===== config.mk =====
export PLATFORM = sky130hd
export DESIGN_NAME = alu_seq
export DESIGN_NICKNAME = d
export VERILOG_FILES = /design/src/rtl/alu_seq.sv
export SDC_FILE = /design/constraint.sdc
export NUM_CORES = 1
export LEC_CHECK = 0
export ABC_CLOCK_PERIOD_IN_PS = 5100
export BUFFER_PORTS_ARGS = -buffer_cell sky130_fd_sc_hd__buf_2
export CAP_MARGIN = 10
export CORE_MARGIN = 10
export CORE_UTILIZATION = 60
export CTS_CLUSTER_SIZE = 20
export DETAILED_ROUTE_END_ITERATION = 12
export PLACE_DENSITY = 0.81
export SLEW_MARGIN = 20
export SYNTH_ARGS = -nofsm -noshare
export SYNTH_HDL_FRONTEND = slang
export SYNTH_SLANG_ARGS = --single-unit
export TNS_END_PERCENT = 50

===== constraint.sdc =====
create_clock -name clk -period 5.1 [get_ports clk]
set_clock_uncertainty 0.05 [all_clocks]
set_input_delay 0.51 -clock clk [delete_from_list [all_inputs] [get_ports clk]]
set_output_delay 0.51 -clock clk [all_outputs]
set_load 0.02 [all_outputs]

===== src/rtl/alu_seq.sv =====
// Sequential ALU: single-cycle logic/arithmetic/compare/shift ops and a
// WIDTH-cycle shift-add unsigned multiplier, with registered result and flags.
module alu_seq #(
  parameter int WIDTH = 8
) (
  input  logic             clk,
  input  logic             rst_n,
  input  logic             start,
  input  logic [WIDTH-1:0] A,
  input  logic [WIDTH-1:0] B,
  input  logic [3:0]       F,
  output logic [WIDTH-1:0] Y,
  output logic [WIDTH-1:0] Y_hi,
  output logic             busy,
  output logic             done,
  output logic             zero,
  output logic             carry,
  output logic             ovf
);

  localparam int CW = $clog2(WIDTH);
  localparam logic [WIDTH-1:0] W_VAL    = WIDTH'(WIDTH);
  localparam logic [CW-1:0]    LAST_IT  = CW'(WIDTH - 1);

  localparam logic [3:0] OP_AND  = 4'b0000;
  localparam logic [3:0] OP_OR   = 4'b0001;
  localparam logic [3:0] OP_ADD  = 4'b0010;
  localparam logic [3:0] OP_GT   = 4'b0011;
  localparam logic [3:0] OP_ANDN = 4'b0100;
  localparam logic [3:0] OP_ORN  = 4'b0101;
  localparam logic [3:0] OP_SUB  = 4'b0110;
  localparam logic [3:0] OP_EQ   = 4'b0111;
  localparam logic [3:0] OP_MUL  = 4'b1000;
  localparam logic [3:0] OP_SHL  = 4'b1001;
  localparam logic [3:0] OP_SHR  = 4'b1010;

  typedef enum logic [1:0] {IDLE, EXEC, DONE} state_t;

  state_t             state_reg, state_next;
  logic [WIDTH-1:0]   y_reg, y_next;
  logic [WIDTH-1:0]   yhi_reg, yhi_next;
  logic               zero_reg, zero_next;
  logic               carry_reg, carry_next;
  logic               ovf_reg, ovf_next;
  logic [2*WIDTH-1:0] prod_reg, prod_next;
  logic [WIDTH-1:0]   mcand_reg, mcand_next;
  logic [CW-1:0]      cnt_reg, cnt_next;

  logic [WIDTH-1:0]   b_inv;
  logic [WIDTH:0]     add_sum, sub_sum, mul_sum;
  logic [2*WIDTH-1:0] prod_step;
  logic [WIDTH-1:0]   alu_res;
  logic               alu_carry, alu_ovf;

  genvar gi;
  generate
    for (gi = 0; gi < WIDTH; gi++) begin : g_binv
      assign b_inv[gi] = ~B[gi];
    end
  endgenerate

  // Subtraction shares the adder form A + ~B + 1 so carry=1 means no borrow.
  assign add_sum = {1'b0, A} + {1'b0, B};
  assign sub_sum = {1'b0, A} + {1'b0, b_inv} + {{WIDTH{1'b0}}, 1'b1};

  always_comb begin
    alu_res   = '0;
    alu_carry = 1'b0;
    alu_ovf   = 1'b0;
    case (F)
      OP_AND:  alu_res = A & B;
      OP_OR:   alu_res = A | B;
      OP_ADD: begin
        alu_res   = add_sum[WIDTH-1:0];
        alu_carry = add_sum[WIDTH];
        alu_ovf   = (A[WIDTH-1] == B[WIDTH-1]) && (add_sum[WIDTH-1] != A[WIDTH-1]);
      end
      OP_GT:   alu_res[0] = (A > B);
      OP_ANDN: alu_res = A & b_inv;
      OP_ORN:  alu_res = A | b_inv;
      OP_SUB: begin
        alu_res   = sub_sum[WIDTH-1:0];
        alu_carry = sub_sum[WIDTH];
        alu_ovf   = (A[WIDTH-1] != B[WIDTH-1]) && (sub_sum[WIDTH-1] != A[WIDTH-1]);
      end
      OP_EQ:   alu_res[0] = (A == B);
      OP_SHL:  if (B < W_VAL) alu_res = A << B;
      OP_SHR:  if (B < W_VAL) alu_res = A >> B;
      default: alu_res = '0;
    endcase
  end

  // Shift-add step: the multiplier sits in the low half and drains out as the
  // partial product shifts in from the top.
  assign mul_sum   = {1'b0, prod_reg[2*WIDTH-1:WIDTH]} + (prod_reg[0] ? {1'b0, mcand_reg} : '0);
  assign prod_step = {mul_sum, prod_reg[WIDTH-1:1]};

  always_comb begin
    state_next = state_reg;
    y_next     = y_reg;
    yhi_next   = yhi_reg;
    zero_next  = zero_reg;
    carry_next = carry_reg;
    ovf_next   = ovf_reg;
    prod_next  = prod_reg;
    mcand_next = mcand_reg;
    cnt_next   = cnt_reg;
    case (state_reg)
      EXEC: begin
        prod_next = prod_step;
        cnt_next  = cnt_reg + 1'b1;
        if (cnt_reg == LAST_IT) begin
          y_next     = prod_step[WIDTH-1:0];
          yhi_next   = prod_step[2*WIDTH-1:WIDTH];
          zero_next  = (prod_step == '0);
          carry_next = 1'b0;
          ovf_next   = 1'b0;
          cnt_next   = '0;
          state_next = DONE;
        end
      end
      default: begin
        state_next = IDLE;
        if (start) begin
          if (F == OP_MUL) begin
            mcand_next = A;
            prod_next  = {{WIDTH{1'b0}}, B};
            cnt_next   = '0;
            state_next = EXEC;
          end else begin
            y_next     = alu_res;
            yhi_next   = '0;
            zero_next  = (alu_res == '0);
            carry_next = alu_carry;
            ovf_next   = alu_ovf;
            state_next = DONE;
          end
        end
      end
    endcase
  end

  always_ff @(posedge clk or negedge rst_n) begin
    if (!rst_n) begin
      state_reg <= IDLE;
      y_reg     <= '0;
      yhi_reg   <= '0;
      zero_reg  <= 1'b0;
      carry_reg <= 1'b0;
      ovf_reg   <= 1'b0;
      prod_reg  <= '0;
      mcand_reg <= '0;
      cnt_reg   <= '0;
    end else begin
      state_reg <= state_next;
      y_reg     <= y_next;
      yhi_reg   <= yhi_next;
      zero_reg  <= zero_next;
      carry_reg <= carry_next;
      ovf_reg   <= ovf_next;
      prod_reg  <= prod_next;
      mcand_reg <= mcand_next;
      cnt_reg   <= cnt_next;
    end
  end

  assign Y     = y_reg;
  assign Y_hi  = yhi_reg;
  assign zero  = zero_reg;
  assign carry = carry_reg;
  assign ovf   = ovf_reg;
  assign busy  = (state_reg == EXEC);
  assign done  = (state_reg == DONE);

endmodule


### Word-level counts from Yosys, hierarchy flattened

Cells that the tools add are included.

| operators by class | value |
|---|---|
| add/sub/neg operators | 5 |
| $lt $le $gt $ge | 2 |
| equal/unequal tests | 20 |
| shift-type cells | 2 |
| muxes and demuxes | 37 |
| bitwise operators | 13 |
| reductions and logical operators | 10 |

Operator list:

| cell | count |
|---|---|
| 8-bit 2-to-1 mux | 11 |
| 7-bit case mux with 8 select lines | 1 |
| 16-bit 2-to-1 mux | 3 |
| 8-bit by 8-bit adder with 9-bit output | 3 |
| 8-bit bitwise AND | 2 |
| 4-bit by 3-bit == test with 1-bit output, second input constant | 4 |
| 16-bit logical NOT | 1 |
| 8-bit OR | 2 |
| 4-bit == test, second input constant | 3 |
| 3-bit 2-to-1 mux | 4 |
| 1-bit 2-to-1 mux | 11 |
| 1-bit case mux with 10 select lines | 1 |
| 9-bit by 1-bit adder with 9-bit output, second input constant | 1 |
| 1-bit inverter | 9 |
| 4-bit by 2-bit == test with 1-bit output, second input constant | 2 |
| 8-bit == test | 1 |
| 8-bit > comparator | 1 |
| 8-bit logical NOT | 1 |
| 8-bit by 4-bit < comparator with 1-bit output, second input constant | 1 |
| 2-bit 2-to-1 mux | 4 |
| 8-bit by 8-bit left shift with 8-bit output | 1 |
| 8-bit by 8-bit >> shifter with 8-bit output | 1 |
| 3-bit AND reduction | 2 |
| 4-bit by 1-bit == test with 1-bit output, second input constant | 1 |
| other kinds (13) | 18 |

| storage, ports and cells | value |
|---|---|
| register bits after elaboration | 48 |
| bits of input ports | 23 |
| output and inout bits | 21 |
| word-level logic and storage cells | 98 |

### Depth between registers and ports, before layout

Gate-level depths: netlist of run 1.

| depth | value |
|---|---|
| depth after elaboration | 9 |
| depth in mapped cells | 11 |
| mapped depth without buffers | 11 |

### Worst setup path before layout of run 1

Ideal clock, no wire load.

| path | value |
|---|---|
| path type | input-to-reg |
| start point | input B[1] |
| end point | register ovf_reg, in the netlist ovf |
| library setup time | 0.126 ns |
| data arrival time | 2.668 ns |
| data required time | 4.924 ns |
| path slack | 2.257 ns |
| stages | 11 |
| path buffers | 2 |
| cell sequence | buf_6 -> clkbuf_1 -> inv_1 -> ha_1 -> o21bai_1 -> a221oi_1 -> o21bai_1 -> a21o_1 -> or2_2 -> a311oi_1 -> o31ai_1 |

| on the way | value |
|---|---|
| word-level cells in the longest chain between the ends | 9 |
| elaborated cells on any way between the ends | 12 |
| those cells by class | add/sub (3); eq/ne (2); mux (4); bitwise (1); reduce/logical (2) |

Ends and longest elaborated chain:

| element | line | source |
|---|---|---|
| start, declared | 10 | `input logic [WIDTH-1:0] B,` |
| 1-bit inverter | 58 | `assign b_inv[gi] = ~B[gi];` |
| 8-bit by 8-bit adder with 9-bit output | 64 | `assign sub_sum = {1'b0, A} + {1'b0, b_inv} + {{WIDTH{1'b0}}, 1'b1};` |
| 9-bit by 1-bit adder with 9-bit output | 64 |  |
| 1-bit != test | 84 | `alu_ovf = (A[WIDTH-1] != B[WIDTH-1]) && (sub_sum[WIDTH-1] != A[WIDTH-1]);` |
| 1-bit logical AND | 84 |  |
| 1-bit case mux with 2 select lines * | 70 | `case (F)` |
| 1-bit 2-to-1 mux * | 125 | `if (F == OP_MUL) begin` |
| 1-bit 2-to-1 mux * | 124 | `if (start) begin` |
| 1-bit 2-to-1 mux * | 108 | `case (state_reg)` |
| end signal, assigned | 160 | `ovf_reg <= ovf_next;` |
| end, declared | 44 | `logic ovf_reg, ovf_next;` |

Every way passes the cells marked *; elsewhere a longest branch is shown, timed or not. The select of a mux whose other input is x is not followed.
A chain may end at the register's enable or synchronous reset.

### Worst setup path in the final report of run 1

| path | value |
|---|---|
| start point | input B[1] |
| end point | register y_reg[7], in the netlist Y[7] |

| on the way | value |
|---|---|
| word-level cells in the longest chain between the ends | 7 |
| elaborated cells on any way between the ends | 13 |
| those cells by class | add/sub (3); order compare (1); shift (2); mux (6); bitwise (1) |

Ends and longest elaborated chain:

| element | line | source |
|---|---|---|
| 1-bit inverter | 58 |  |
| 8-bit by 8-bit adder with 9-bit output | 64 |  |
| 9-bit by 1-bit adder with 9-bit output | 64 |  |
| 7-bit case mux with 8 select lines * | 70 |  |
| 8-bit 2-to-1 mux * | 125 |  |
| 8-bit 2-to-1 mux * | 124 |  |
| 8-bit 2-to-1 mux * | 108 |  |
| end signal, assigned | 156 | `y_reg <= y_next;` |
| end, declared | 40 | `logic [WIDTH-1:0] y_reg, y_next;` |

Marked as above.

==> metrics.txt, run 1 <==
Seq/Total Area, Yosys=between 20% and 30%; DRC viols=0; outcome=complete, no violations; RSZ-0062 raised after global routing=false; mux cell area share after synthesis=8.80%; gpl congestion=approximately 1.0; initial antenna violation count=1; Worst-Skew Late Latency=just over 300 ps; VDD IR max=about 0.00012 V; Slew Limit Fails=0; worst path cell trace=buf_2 > inv_1 > ha_1 > a21oi_1 > o211ai_1 > o41ai_2 > xnor2_1 > or3_1 > a21oi_1 > a221o_1; largest area contributor in the netlist=dfrtp_1; simple-gate portion of the synthesized area=between 20% and 30%; core area=just under 0.007 sq mm; Critical Path Most Common Cell=a21oi_1; Slew headroom=36.7%; Post-CTS Setup Inserts=0; hold buffer count at cts=0; first-pass GRT wire length=~21000 um; Worst-Margin Slew=~950 ps; port bufs=43; Buffers & Inverters on Critical Path=2; highest clock rate=333 MHz; TritonRoute pass-1 iters=5; Cell variety after synth=68; syn_nets=approximately 570; Power Total=roughly 0.0013 W; antenna diode count=0; post-synth top area share=between 20 and 30%; Setup CP Type=input pin to flip-flop; pwr/cell area=between 200 and 300 mW/mm^2; root buf cell=clkbuf_8; Largest register FFs=16; adder-cell share of the synthesized area=13.5%; Warnings, synthesis=0; Mapped Area=0.00432 sq mm; post_cts resized=0; clk sinks=48; Routed Antenna Nets=0; Initial Util=approximately 63%; EDFF count, synth=0; Max-Cap Viols=0; Compound-Gate Fraction of Synth Area=between 20 and 25%; 1st-iter DRT viols=352; cell with the largest stage delay on the worst path=o41ai_2; Worst-path clk slew=about 90 ps; GRT overflow=0; delay-heaviest family, CP=compound AO/OA/AOI/OAI gates; Die Wd=~100 um; dpl hpwl=around 10000 um; Final TNS setup=0 ps; routed vias/inst=between 6 and 7; HP Class=input pin to async pin; largest net degree at the start of global routing=between 40 and 50; CP Launch Type=input pin; minimum clock period=about 3000 ps; total CTS buffers=5; crit share post-route=approximately three fifths; cell count after synthesis=505; Required @ worst endpoint=approximately 5300 ps; XOR/XNOR share of the synthesized area=roughly 1.8%; CTS tree=done; Crit path largest cell delay=about 430 ps; Placed Instances=616; Layout Utilization=roughly two thirds; # H-tree levels=2; share of layout cells above drive strength 1=between 10% and 20%; largest family of logic cells by synthesized area=compound AO/OA/AOI/OAI gates; Pleak=between 2 and 2.5 nW; CP Capture Type=flip-flop; final setup fails=0; number of synthesized register bits=48; clock buffer depth=2; Mean Syn Cell Area=roughly 8.6 sq um; nets=a little under 600; FFs w/ async S/R, synth=100%; Avg WL per Cell=roughly 20 um; row count=30; GRT Resource Usage Total=~23%; fin cells=around 620; crit path DAT=around 3200 ps; worst hold slack=144 ps; vias in the first global route=a little under 4000; most area-consuming cells after synthesis=dfrtp_1 28%, ha_1 12%, mux2i_1 4.6%, nand2_1 4.2%, o21ai_0 4.1%; most instantiated cells after synthesis=48 x dfrtp_1, 48 x nand2_1, 46 x nor2_1; Area growth syn-to-layout=7.87%; Fin. Hold Viols=0; vias=just over 4000; DRT Wirelength=~13000 um; ys flop type=dfrtp_1; DIE HEIGHT=between 100 and 150 um; Die ar.=approximately 0.011 sq mm; I/O Pins=44; worst-path fanout max=22
-- per-layer routing --
| layer | GRT usage [%] | share of wire, % |
|---|---|---|
| met1 | 29.1 | 43 |
| met2 | 37.5 | 47 |
| met3 | 3.75 | 6.2 |
| met4 | 9.51 | 3.3 |
| met5 | 0 | 0.16 |
-- final timing paths --
kind / slack [ps] / depth (start not counted) / endpoint / startpoint
min in group clk: 440 / 2 / Y_hi[7] / Y_hi[7]
hold / removal: 140 / 1 / prod_reg[12] / rst_n
setup reg to reg: 2170 / 10 / zero / prod_reg[0]
setup / recovery: 2100 / 10 / Y[7] / B[1]
hold reg to reg: 440 / 2 / Y_hi[7] / Y_hi[7]
max in group asynchronous: 4440 / 1 / Y[3] / rst_n
-- metrics by stage --
| stage | setup WS, ps | area, sq um |
|---|---|---|
| 6_report | 2100 | 4660 |
| 5_1_grt | 1950 | 4660 |
| 4_1_cts | 2150 | 4660 |
| 2_1_floorplan | 2260 | 4320 |
| 3_3_place_gp | 1910 | 4530 |
| 3_5_place_dp | 1850 | 4530 |
-- cells in the final DEF, fill, tap and decap left out, types with 12 or more instances in the layout --
cell / synthesis / final
ha_1: 42 / 42
a22oi_1: 12 / 12
o21ai_0: 35 / 35
a211oi_1: 12 / 12
nor2_1: 46 / 46
inv_1: 22 / 22
nand2_1: 48 / 48
a21oi_1: 25 / 25
nand3_1: 26 / 26
dfrtp_1: 48 / 48
buf_2: 8 / 42
mux2i_1: 20 / 20
-- report_power, final --
group          switching (W)  internal [W]  total [W]  leakage [nW]
clock network       0.000125      0.000193   0.000318        0.0642
registers          0.0000630      0.000455   0.000518         0.624
logic               0.000308      0.000186   0.000494          1.56
total               0.000496      0.000834    0.00133          2.24
-- worst reg2reg max path, delay by kind of cell (launching register included) --
family                   cells  cell delay (ps)
AO/OA/AOI/OAI                4              610
AND/OR/NAND/NOR              3              700
adder cells (fa/ha/maj)      2              650
XOR/XNOR                     1              370
flip-flops                   1              460
-- cells by family (layout without fill, tap and decap cells) --
logic type                 after synthesis  after routing
DFF                                     48             48
muxes                                   29             29
adders and majority gates               45             45
and+or+nand+nor                        181            181
AOI/OAI and AO/OA                      141            141
xor gates and xnor gates                 9              9
buffers and inverters                   52             74
-- layout make-up --
cell class | instances | area [sq um]
Fill cell | 602 | 2240
Inverter | 24 | 90.1
Multi-Input combinational cell | 405 | 2910
Clock inverter | 2 | 60.1
Timing Repair Buffer | 43 | 218
Sequential cell | 48 | 1200
Tap cell | 96 | 120
Clock buffer | 5 | 68.8
Note: power is estimated with default switching activity, not from simulation.
==> inputs of run 2 (changes only) <==
--- a/config.mk
+++ b/config.mk
@@ -5,14 +5,15 @@
 export SDC_FILE = /design/constraint.sdc
 export NUM_CORES = 1
 export LEC_CHECK = 0
-export ABC_CLOCK_PERIOD_IN_PS = 5100
+export ABC_AREA = 1
+export ABC_CLOCK_PERIOD_IN_PS = 2700
 export BUFFER_PORTS_ARGS = -buffer_cell sky130_fd_sc_hd__buf_2
 export CAP_MARGIN = 10
 export CORE_MARGIN = 10
-export CORE_UTILIZATION = 60
+export CORE_UTILIZATION = 55
 export CTS_CLUSTER_SIZE = 20
 export DETAILED_ROUTE_END_ITERATION = 12
-export PLACE_DENSITY = 0.81
+export PLACE_DENSITY = 0.78
 export SLEW_MARGIN = 20
 export SYNTH_ARGS = -nofsm -noshare
 export SYNTH_HDL_FRONTEND = slang
==> constraint.sdc (replaced) <==
create_clock -name clk -period 2.7 [get_ports clk]
set_clock_uncertainty 0.05 [all_clocks]
set_input_delay 0.27 -clock clk [delete_from_list [all_inputs] [get_ports clk]]
set_output_delay 0.27 -clock clk [all_outputs]
set_load 0.02 [all_outputs]
==> run 2 against run 1 <==
  * Synthesized area grew 3.0%
  * Sequential share of layout area decreased by 1.5 points
  * Synthesized cell count is 31% higher
  * Count of clock-buffer cells in the layout did not move
  * Power increased by 100%
  * Largest cell class unchanged
==> metrics.txt, run 2 <==
GRT overflow=0 (unchanged); Die ar.=0.0121 sq mm (+10%); antenna diode count=0 (unchanged); Die Wd=110 um (+4.9%); routed vias/inst=6.02 (-7.2%); core area=0.00781 sq mm (+13%); Largest register FFs=16 (unchanged); largest net degree at the start of global routing=49 (unchanged); Routed Antenna Nets=0 (unchanged); GRT Resource Usage Total=26.5% (+3.7 points); crit share post-route=92.4%; Avg WL per Cell=19.7 um (-3.1%); Power Total=0.00267 W (+100%); largest area contributor in the netlist=dfrtp_1; CTS tree=done; fill cell count=696 (+16%); worst-path fanout max=9 (-59%); minimum clock period=2500 ps; # H-tree levels=2 (unchanged); Setup CP Type=flip-flop to flip-flop; Fin. Hold Viols=0 (unchanged); DRT Wirelength=15900 um (+26%); first-pass GRT wire length=25000 um (+19%); final setup fails=0 (unchanged); clock buffer depth=2 (unchanged); row count=32 (+6.7%); Worst-Margin Slew=810 ps (-136 ps); most area-consuming cells after synthesis=dfrtp_1 27%, nand2_1 15%, ha_1 12%, nand3_1 12%, inv_1 5.3%; port bufs=43 (unchanged); Required @ worst endpoint=2890 ps (-2400 ps); syn_nets=728 (+27%); Post-CTS Setup Inserts=0 (unchanged); Pleak=2.67 nW (+19%); initial antenna violation count=0 (-1); EDFF count, synth=0 (unchanged); post-synth top area share=27.0% (-0.81 points); root buf cell=clkbuf_8; FFs w/ async S/R, synth=100% (unchanged); Mapped Area=0.00445 sq mm (+3.0%); outcome=complete, no violations; Cell variety after synth=41 (-40%); TritonRoute pass-1 iters=6 (+1); DIE HEIGHT=110 um (+4.9%); total CTS buffers=5 (unchanged); Worst-path clk slew=100 ps (about the same); nets=774 (+30%); pwr/cell area=538 mW/mm^2 (+89%); clk sinks=48 (unchanged); Slew Limit Fails=0 (unchanged); design area=0.00496 sq mm (+6.3%); crit path DAT=2680 ps (-520 ps); vias in the first global route=4706 (+20%); Seq/Total Area, Yosys=27.0% (-0.81 points); dpl hpwl=12800 um (+31%); Area growth syn-to-layout=11.3%; CP Launch Type=flip-flop; most frequent cells in the layout=176 x nand2_1, 104 x nand3_1, 63 x inv_1; CP Capture Type=flip-flop; highest clock rate=about 400 MHz; Mean Syn Cell Area=6.75 sq um (-21%); share of layout cells above drive strength 1=15.0% (+1.9 points); Worst-Skew Late Latency=310 ps (about the same); I/O Pins=44 (unchanged); ys flop type=dfrtp_1; gpl congestion=1.15 (+14%); Slew headroom=45.9% (+9.2 points); Max-Cap Viols=0 (unchanged); RSZ-0062 raised after global routing=false; DRC viols=0 (unchanged); most instantiated cells after synthesis=176 x nand2_1, 104 x nand3_1, 63 x inv_1; number of synthesized register bits=48 (unchanged); Final TNS setup=0 ps (unchanged); 1st-iter DRT viols=503 (+43%); most common cell in the synthesized netlist=nand2_1; Warnings, synthesis=0 (unchanged); Placed Area=0.00481 sq mm (+6.1%); Initial Util=57.1% (-5.6 points); VDD IR max=0.000406 V (+230%); vias=4873 (+21%); HP Class=input pin to flip-flop; cell count after synthesis=660 (+31%); commonest non-fill, non-tap cell in the layout=nand2_1
[run 2: changes by cell type in the layout (fill, tap and decap cells not counted), moves of 9 or more]
cell / delta
nand3_1: +78
and2_1: -9
nand2_1: +128
inv_2: +9
buf_4: +17
nor2_1: +11
o211ai_1: +9
inv_1: +41
a22oi_1: -12
mux2i_1: -20
nand4_1: +16
o21ai_0: -9
a211oi_1: -12
[run 2: cell type report]
cell class	count	area (sq um)	area share, %
Clock buffer	5	68.8	1.39
Clock inverter	3	68.8	1.39
Inverter	74	279	5.63
Multi-Input combinational cell	516	2860	57.6
Sequential cell	48	1200	24.2
Tap cell	102	128	2.57
Timing Repair Buffer	61	355	7.16
[run 2: layer usage]
layer	part of all wire (%)	wire (um)	track usage (%)	up-vias
met5	0.27	43	2.94	-
met4	4.3	684	11.0	2
met3	11	1740	8.30	58
met2	44	6980	40.1	291
met1	41	6460	34.1	2240
li1	-	-	-	2282
[run 2: power by group]
group	total [W]	switching (W)	internal, W
logic	0.00101	0.000649	0.000362
clock network	0.000642	0.000269	0.000373
registers	0.00102	0.000138	0.000877
total	0.00267	0.00106	0.00161
[run 2: stage by stage]
step	setup slack, ps	hold WS (ps)	util (%)	std cells
6_report	204	280	63.5	809
3_3_place_gp	277	411	61.6	800
3_5_place_dp	180	417	61.6	800
2_1_floorplan	465	-75.6	-	660
5_1_grt	46.2	287	63.5	809
4_1_cts	174	139	63.3	808
[run 2: kinds of logic (layout without fill, tap and decap cells)]
group | Yosys count | in the layout | share of synthesized area (%)
xor gates and xnor gates | 8 | 8 | 1.57
DFF | 48 | 48 | 27.0
buffers and inverters | 96 | 143 | 8.88
adders and majority gates | 45 | 45 | 13.1
and+or+nand+nor | 389 | 389 | 39.3
AOI/OAI and AO/OA | 74 | 74 | 10.1
[run 2: worst max-delay path: stages (launching register included)]
cell,delay (ps)
dfrtp_2,490
nand2_1,80
inv_1,40
ha_1,210
fa_1,470
nor4_1,290
nand2_1,90
nor2_1,110
nand2_1,60
nor2_1,100
nand4_1,80
nor2_1,150
nor2_1,70
a21oi_1,150
[run 2: final timing paths]
kind / slack [ps] / cells after the start / endpoint / from
setup / recovery: 200 / 13 / zero / prod_reg[0]
hold / removal: 280 / 3 / mcand_reg[0] / A[0]
setup reg to reg: 200 / 13 / zero / prod_reg[0]
hold reg to reg: 430 / 2 / Y_hi[2] / Y_hi[2]
max in group asynchronous: 1680 / 2 / prod_reg[0] / rst_n
min in group asynchronous: 450 / 2 / mcand_reg[4] / rst_n
[run 2: repair_timing]
action                                 in CTS  in global routing
gates resized for setup                     0                  1
hold buffers                                0                  1
endpoints found under the hold margin       0                 48
setup endpoints to repair                   0                  1
==> inputs of run 3 (changes only) <==
--- a/config.mk
+++ b/config.mk
@@ -5,7 +5,6 @@
 export SDC_FILE = /design/constraint.sdc
 export NUM_CORES = 1
 export LEC_CHECK = 0
-export ABC_AREA = 1
 export ABC_CLOCK_PERIOD_IN_PS = 2700
 export BUFFER_PORTS_ARGS = -buffer_cell sky130_fd_sc_hd__buf_2
 export CAP_MARGIN = 10
@@ -14,6 +13,7 @@
 export CTS_CLUSTER_SIZE = 20
 export DETAILED_ROUTE_END_ITERATION = 12
 export PLACE_DENSITY = 0.78
+export SETUP_SLACK_MARGIN = 0.4
 export SLEW_MARGIN = 20
 export SYNTH_ARGS = -nofsm -noshare
 export SYNTH_HDL_FRONTEND = slang
==> run 3 against run 2 <==
  * Fmax rose by 1.2%
  * Sequential power fell by 4%
  * Wire length fell by 14%
  * Utilization rose by 3.8 points
  * Clock power fell by 14%
  * Largest power group is now combinational logic
  * Non-clock buffer count rose by 29
  * Critical path depth fell by 3
  * Global-route usage fell by 4.1 points
==> metrics.txt, run 3 (synthesized netlist as in run 1, its figures left out) <==
outcome=complete, no violations; Required @ worst endpoint=2850 ps (-40 ps); Worst-Margin Slew=603 ps (-207 ps); Setup CP Type=input pin to flip-flop; top layer in use=met4; Fin. Hold Viols=0 (unchanged); first-pass GRT wire length=21200 um (-15%); root buf cell=clkbuf_8; Die ar.=0.0118 sq mm (-2.4%); met2 wire length=6520 um (-6.6%); Pleak=2.48 nW (-7.4%); CP Launch Type=input pin; Routed Antenna Nets=0 (unchanged); Area growth syn-to-layout=19.8%; Slew Limit Fails=0 (unchanged); Largest register FFs=16 (unchanged); clock buffer depth=2 (unchanged); crit share post-route=91.4% (-1.1 points); gpl congestion=1.01 (-13%); vias=4235 (-13%); DIE HEIGHT=109 um (-1.2%); Final WS setup=233 ps (+29.2 ps); Worst-path clk slew=90 ps (about the same); clk sinks=48 (unchanged); Initial Util=56.2% (-0.80 points); Sw Ratio=38.1% (-1.5 points); TritonRoute pass-1 iters=5 (-1); antenna diode count=0 (unchanged); internal power=0.00169 W (+4.5%); initial antenna violation count=0 (unchanged); total CTS buffers=5 (unchanged); CTS tree=done; Slew headroom=58.7% (+13 points); # H-tree levels=2 (unchanged); DRT Wirelength=13600 um (-14%); Buffers & Inverters on Critical Path=1 (unchanged); GRT Resource Usage Total=22.4% (-4.1 points); most frequent cells in the layout=48 x dfrtp_1, 48 x nand2_1, 46 x nor2_1, 46 x buf_4, 42 x buf_2; minimum clock period=2470 ps (-29.2 ps); clock share of power=20.3% (-3.7 points); met3 WL=1000 um (-43%); worst-path fanout max=7 (-2); CP Capture Type=flip-flop; delay-heaviest family, CP=compound AO/OA/AOI/OAI gates; port bufs=43 (unchanged); HP Class=input pin to flip-flop; Crit path largest cell delay=600 ps (+110 ps); crit path DAT=2610 ps (-70 ps); final setup fails=0 (unchanged); routed vias/inst=6.26 (+3.9%); GRT overflow=0 (unchanged); dpl hpwl=10500 um (-18%); Gate power share=43.7% (+5.8 points); VDD IR max=0.000310 V (-24%); fin cells=677 (-16%); fill cell count=615 (-12%); Placed Instances=660 (-18%); Avg WL per Cell=20.1 um (+2.3%); highest clock rate=405 MHz (+1.2%); cell with the largest stage delay on the worst path=a2111oi_0; net switching power=0.00104 W (-1.9%); RSZ-0062 raised after global routing=true; Seq pwr share=35.9% (-2.1 points); worst path cell trace=buf_2 > ha_1 > fa_1 > xnor2_1 > a2111oi_0 > a21oi_1 > o2111ai_1 > nor3_1 > nand4b_1 > o21ai_1; 1st-iter DRT viols=322 (-36%); share of layout cells above drive strength 1=24.7% (+9.7 points); core area=0.00769 sq mm (-1.5%); Worst-Skew Late Latency=300 ps (about the same); vias in the first global route=4053 (-14%); Die Wd=109 um (-1.2%); row count=32 (unchanged); Layout Utilization=67.4% (+3.8 points); DP Worst Slack=15.6 ps (-164 ps); Max-Cap Viols=0 (unchanged); DRC viols=0 (unchanged); wire length on met1=5510 um (-15%); Final TNS setup=0 ps (unchanged); nets=642 (-17%); I/O Pins=44 (unchanged); pwr/cell area=526 mW/mm^2 (-2.3%); largest net degree at the start of global routing=49 (unchanged)
==> run 3: cell types whose count changed in the layout (fill, tap and decap cells not counted), moves of 8 or more <==
cell,before,now
o21ai_1,1,9
nand4_1,19,3
mux2i_1,0,20
nand3_1,104,26
nor2_2,8,0
buf_4,18,46
a22oi_1,0,10
nand2_1,176,48
inv_1,63,21
nor2_1,57,46
inv_2,10,1
a211oi_1,0,10
o211ai_1,14,5
==> run 3: timing repair <==
item | 4_1_cts | 5_1_grt
setup buffers | 6 | 2
hold buffers | 0 | 1
setup endpoints to repair | 7 | 13
resized for setup | 15 | 14
pin swaps | 13 | 8
hold endpoints to repair | 0 | 48
==> run 3: path summary, 6_finish.rpt <==
| kind | cells after the start | to | start | slack (ps) |
|---|---|---|---|---|
| max in group asynchronous | 2 | prod_reg[14] | rst_n | 1750 |
| worst max register to register | 10 | zero | prod_reg[0] | 270 |
| worst max-delay path | 10 | zero | A[0] | 230 |
| worst min register to register | 2 | mcand_reg[3] | mcand_reg[3] | 430 |
| worst min-delay path | 3 | mcand_reg[3] | A[3] | 320 |
| min in group asynchronous | 2 | prod_reg[13] | rst_n | 440 |
==> run 3: worst reg2reg max path, stage by stage, from the launching register on <==
cell,delay (ps)
dfrtp_1,390
and2_4,170
ha_4,150
fa_2,380
a21o_1,200
a21oi_2,120
xor2_1,200
nand3_1,150
nor4b_4,370
a22oi_2,100
o21ai_1,80
==> run 3: final cells by class <==
type,instances,area (sq um),area share [%]
Sequential cell,48,1200,23.2
Timing Repair Buffer,90,577,11.1
Clock buffer,6,82.6,1.59
Multi-Input combinational cell,405,3050,59.0
Tap cell,102,128,2.46
Clock inverter,2,38.8,0.749
Inverter,24,97.6,1.88
==> run 3: power groups by stage <==
stage | Clock [W] | Sequential, W | Combinational (W)
4_1_cts | 0.000555 | 0.000975 | 0.00114
2_1_floorplan | 0 | 0.000976 | 0.000643
5_1_grt | 0.000582 | 0.000994 | 0.00129
3_3_place_gp | 0 | 0.000976 | 0.00103
6_report | 0.000553 | 0.000978 | 0.00119
3_5_place_dp | 0 | 0.000981 | 0.00105
==> run 3: per-stage QoR <==
step | total power (W) | cell area (sq um) | hold slack (ps)
floorplan | 0.00162 | 4400 | -75.6
finish | 0.00272 | 5180 | 318
global route | 0.00287 | 5180 | 333
global placement | 0.00201 | 4870 | 409
CTS | 0.00267 | 5090 | 130
detailed placement | 0.00203 | 4870 | 417
==> run 3: routing by layer <==
layer / GRT usage [%] / up-vias
met1: 28.2 / 1980
met5: 0 / -
met4: 11.0 / 0
met3: 3.36 / 52
li1: - / 1980
met2: 36.8 / 223
